$ cat config.mk
export PLATFORM = sky130hd
export DESIGN_NAME = counter_flat
export DESIGN_NICKNAME = d
export VERILOG_FILES = /design/src/rtl/counter_if.sv /design/src/rtl/counter.sv /design/src/flat_wrapper.sv
export SDC_FILE = /design/constraint.sdc
export NUM_CORES = 1
export LEC_CHECK = 0
export CORE_AREA = 2 2 39 41
export DETAILED_ROUTE_END_ITERATION = 8
export DIE_AREA = 0 0 41 43
export PLACE_DENSITY_LB_ADDON = 0.2
export SYNTH_ARGS = -nofsm -noshare
export SYNTH_HDL_FRONTEND = slang
export SYNTH_SLANG_ARGS = --single-unit
$ cat constraint.sdc
create_clock -name clk -period 3.5 [get_ports clk]
set_clock_uncertainty 0.2 [all_clocks]
set_input_delay 0.7 -clock clk [delete_from_list [all_inputs] [get_ports clk]]
set_output_delay 0.7 -clock clk [all_outputs]
set_load 0.005 [all_outputs]
$ cat src/rtl/counter_if.sv
// Control/status bundle for the up/down counter: the master drives the controls and the
// slave (the counter) returns the registered count and the terminal-count flag.
interface counter_if #(
    parameter int unsigned WIDTH = 4
);
    logic             en;
    logic             load;
    logic [WIDTH-1:0] load_val;
    logic             up_dn;
    logic [WIDTH-1:0] count;
    logic             tc;

    modport master (
        output en, load, load_val, up_dn,
        input  count, tc
    );

    modport slave (
        input  en, load, load_val, up_dn,
        output count, tc
    );
endinterface

$ cat src/rtl/counter.sv
// Parameterised up/down counter with enable, clamped parallel load and terminal-count flag.
// Define COUNTER_SATURATE_EN to make the count saturate at 0/MAX_VAL instead of wrapping.
module counter #(
    parameter int unsigned     WIDTH   = 4,
    parameter longint unsigned MAX_VAL = (64'd1 << WIDTH) - 64'd1
) (
    input logic      clk,
    input logic      rst,
    counter_if.slave bus
);

`ifdef COUNTER_SATURATE_EN
    localparam bit Saturate = 1'b1;
`else
    localparam bit Saturate = 1'b0;
`endif

    localparam logic [WIDTH-1:0] MaxCount = WIDTH'(MAX_VAL);

    logic [WIDTH-1:0] count_q, count_d;
    logic [WIDTH-1:0] load_clamped;
    logic             at_max, at_zero;

    assign at_max       = (count_q == MaxCount);
    assign at_zero      = (count_q == '0);
    assign load_clamped = (bus.load_val > MaxCount) ? MaxCount : bus.load_val;

    always_comb begin
        count_d = count_q;
        if (bus.load) begin
            count_d = load_clamped;
        end else if (bus.en) begin
            if (bus.up_dn) begin
                if (at_max) count_d = Saturate ? MaxCount : '0;
                else        count_d = count_q + WIDTH'(1);
            end else begin
                if (at_zero) count_d = Saturate ? '0 : MaxCount;
                else         count_d = count_q - WIDTH'(1);
            end
        end
    end

    always_ff @(posedge clk or posedge rst) begin
        if (rst) count_q <= '0;
        else     count_q <= count_d;
    end

    assign bus.count = count_q;
    // Gated by rst so the flag is low for the whole reset, not just once count reads 0.
    assign bus.tc    = ~rst & bus.en & ~bus.load &
                       ((bus.up_dn & at_max) | (~bus.up_dn & at_zero));

endmodule

$ cat src/flat_wrapper.sv
// flat-port wrapper written by rule: the top's interface ports become plain ports
module counter_flat 
#(
    parameter int unsigned     WIDTH   = 4,
    parameter longint unsigned MAX_VAL = (64'd1 << WIDTH) - 64'd1
)
  (clk, rst, bus_en, bus_load, bus_load_val, bus_up_dn, bus_count, bus_tc);
  counter_if #(.WIDTH(WIDTH)) bus_i ();
  input logic clk;
  input logic rst;
  input wire logic [$bits(bus_i.en)-1:0] bus_en;
  input wire logic [$bits(bus_i.load)-1:0] bus_load;
  input wire logic [$bits(bus_i.load_val)-1:0] bus_load_val;
  input wire logic [$bits(bus_i.up_dn)-1:0] bus_up_dn;
  output wire logic [$bits(bus_i.count)-1:0] bus_count;
  output wire logic [$bits(bus_i.tc)-1:0] bus_tc;
  assign bus_i.en = bus_en;
  assign bus_i.load = bus_load;
  assign bus_i.load_val = bus_load_val;
  assign bus_i.up_dn = bus_up_dn;
  assign bus_count = bus_i.count;
  assign bus_tc = bus_i.tc;
  counter #(.WIDTH(WIDTH), .MAX_VAL(MAX_VAL)) u_core (.clk(clk), .rst(rst), .bus(bus_i));
endmodule
==> impl_metrics.py <==
metrics = {
    "synth": {
        "syn_inst": 43,
        "synth.avg_cell_area_um2": 8.293,
        "synth-seq-cells": 4,
        "ys_types": 25,
        "synth-warning-count": 0,
        "ys_seq_area_share_pct": 28.07,
        "synth_nets": 54,
        "netlist_area_um2": 356.6,
    },
    "floorplanning": {
        "core_um2": 1384,
        "die_w_um": 41,
        "dieArea_um2": 1763,
        "die_height_um": 43,
        "boundaryPins": 14,
        "rows": 14,
        "initial_utilization_pct": 25.77,
    },
    "global_route": {
        "antenna_found_initial": 0,
        "grt_pass1_vias": 353,
        "grt_use_total_pct": 11.58,
        "grt_pass1_wl_mm": 1.400,
        "grt_max_degree": 8,
        "grt-ovfl-total": 0,
    },
    "clock_network": {
        "cts_buffer_depth": 2,
        "cts_root_buffer": "clkbuf_4",
        "clk_pin_slew_ps": 30,
        "clkSinkCount": 4,
        "htree_levels": 1,
        "ctsResizeCount": 0,
        "cts_tree": "done",
        "clock_latency_ps": 230,
        "cts_buffers": 3,
        "hold_buffers": 0,
        "cts_setup_buffers": 0,
    },
    "routing": {
        "drt_iter0_drc": 13,
        "wl_per_cell_um": 10.75,
        "ant_nets": 0,
        "first_pass_iters": 4,
        "drt_wl_total_um": 817,
        "drc_errors": 0,
        "routed_via_density": 5.053,
        "num_vias": 384,
    },
    "worst_setup_path": {
        "crit_required_ps": 2600,
        "critPathCaptureType": "output pin",
        "r2r_slack_ps": 1690,
        "max_stage_delay_ps": 520,
        "cp_num_buf_inv": 2,
        "r2r-end": "u_core.bus.count[0]",
        "r2r-start": "u_core.bus.count[0]",
        "cp_num_cells": 5,
        "crit_top_cell": "clkdlybuf4s50_1",
        "r2r_cells": 6,
        "path_class": "in2out",
        "crit_end": "bus_tc",
        "cp_cell_sequence": "clkdlybuf4s50_1 -> nor3b_1 -> a21oi_1 -> nor3_1 -> clkdlybuf4s50_1",
        "crit_path_max_fanout": 3,
        "startpoint": "bus_up_dn",
        "crit_path_top_delay_cell": "clkdlybuf4s50_1",
        "crit_path_start_kind": "input pin",
        "crit_arrival_ps": 2210,
        "path_delay_family": "buffers and inverters",
    },
    "sta": {
        "hold_viol": 0,
        "worstMarginPinSlew_ps": 269.0,
        "period_share_pct": 88.79,
        "fin_tns_setup_ps": 0,
        "rsz0062_at_grt": "false",
        "drv_slew": 0,
        "fmax_mhz": 321.8,
        "max_slew_margin_pct": 82.03,
        "fin_crit_ps": 3108,
        "setup_viol_count_final": 0,
    },
    "min_path": {
        "hp-class": "reg2reg",
    },
    "cells_and_area": {
        "utilization_pct": 38.79,
        "drive_gt1_share_pct": 18.33,
        "num-fill-cells": 159,
        "antenna_cells": 0,
        "most-common-layout-cells": "clkdlybuf4s50_1 (13), o21ai_0 (4), inv_1 (4), dfrtp_1 (4)",
        "area_growth_pct": 50.53,
        "nets": 73,
        "largest_reg_flops": 4,
        "final_common_cell": "clkdlybuf4s50_1",
    },
    "placement": {
        "gp_congestion": 0.7356,
        "dp_hpwl_um": 663.6,
        "port_buffers": 13,
    },
    "pwr": {
        "power_density_nw_per_um2": 364.8,
        "vdd_ir_drop_max_v": 0.0001618,
        "p_leak_uw": 0.0002251,
    },
    "job": {
        "drv_cap": 0,
    },
    "status": {
        "status": "complete, no violations",
    },
}
[per-layer routing]
metal  track usage [%]  part of all wire (%)
met5                 0                     0
met4             8.000                     0
met3             1.571                   6.9
met2             15.31                    50
met1             16.56                    43
[cell usage after synthesis]
library cell,count,area [um2]
dfrtp_1,4,100.1
o311a_1,1,10.01
nor3b_1,1,7.510
inv_1,4,15.01
a31oi_1,2,12.51
inv_2,1,3.750
o21ai_0,4,20.02
mux2_4,1,15.01
mux2_2,1,11.26
nand2_1,3,11.26
nand2_2,1,6.260
buf_6,1,11.26
o31ai_2,1,12.51
xnor2_1,2,17.52
o221ai_1,1,8.760
o21ai_1,1,5.000
nor3_1,2,10.01
nand3_1,1,5.000
clkbuf_1,1,3.750
a21oi_1,3,15.01
nand4_1,1,6.260
ha_1,2,25.02
mux2i_1,1,10.01
nor2_1,2,7.510
nand2b_1,1,6.260
[logic make-up (layout without fill, tap and decap cells)]
logic type / after synthesis / count (layout) / share of synthesized area, %
compound gates: 13 / 13 / 23.51
xor+xnor: 2 / 2 / 4.913
fa+ha+maj: 2 / 2 / 7.016
buf+inv: 7 / 24 / 9.470
flops: 4 / 4 / 28.07
mux: 3 / 3 / 10.17
simple gates: 12 / 12 / 16.85
[worst reg2reg max path, cell delays in order (launching register included)]
cell,delay [ps]
dfrtp_1,420
inv_1,120
ha_1,240
nor3b_1,160
o221ai_1,170
o21ai_0,120
mux2_2,270
[report_power, final]
| group | switching [uW] | internal, uW |
|---|---|---|
| Sequential | 9.77 | 53.1 |
| Combinational | 33.6 | 45.1 |
| Clock | 16.1 | 38.2 |
[stage by stage]
stage / power (uW) / hold slack, ps / area, um2 / instances / setup WS [ps]
CTS: 200.2 / 489.6 / 536.8 / 76 / 368.5
floorplan: 108.6 / 266.1 / 356.6 / 43 / 1312
finish: 195.8 / 481.0 / 536.8 / 76 / 392.4
global route: 212.4 / 530.1 / 536.8 / 76 / 209.7
global placement: 142.7 / 465.6 / 514.2 / 73 / 401.1
detailed placement: 142.3 / 483.5 / 514.2 / 73 / 386.0
[final cells by class]
| cell class | instances | area [um2] | area share (%) |
|---|---|---|---|
| tap | 16 | 20.02 | 3.730 |
| multi-input combinational | 32 | 222.7 | 41.49 |
| clock buffer | 3 | 22.52 | 4.196 |
| sequential | 4 | 100.1 | 18.65 |
| timing repair buffer | 16 | 152.6 | 28.44 |
| inverter | 5 | 18.77 | 3.497 |
[how the worst min path moves through the flow]
| stage | cells after the start | end | from |
|---|---|---|---|
| 6_report | 2 | u_core.bus.count[1] | u_core.bus.count[1] |
| 5_1_grt | 2 | u_core.bus.count[3] | rst |
| 4_1_cts | 2 | u_core.bus.count[3] | rst |
| 3_5_place_dp | 2 | u_core.bus.count[1] | u_core.bus.count[1] |
| 3_3_place_gp | 2 | u_core.bus.count[1] | u_core.bus.count[1] |
| 2_1_floorplan | 1 | u_core.bus.count[0] | rst |
No activity file was read; power rests on OpenSTA's default activity.
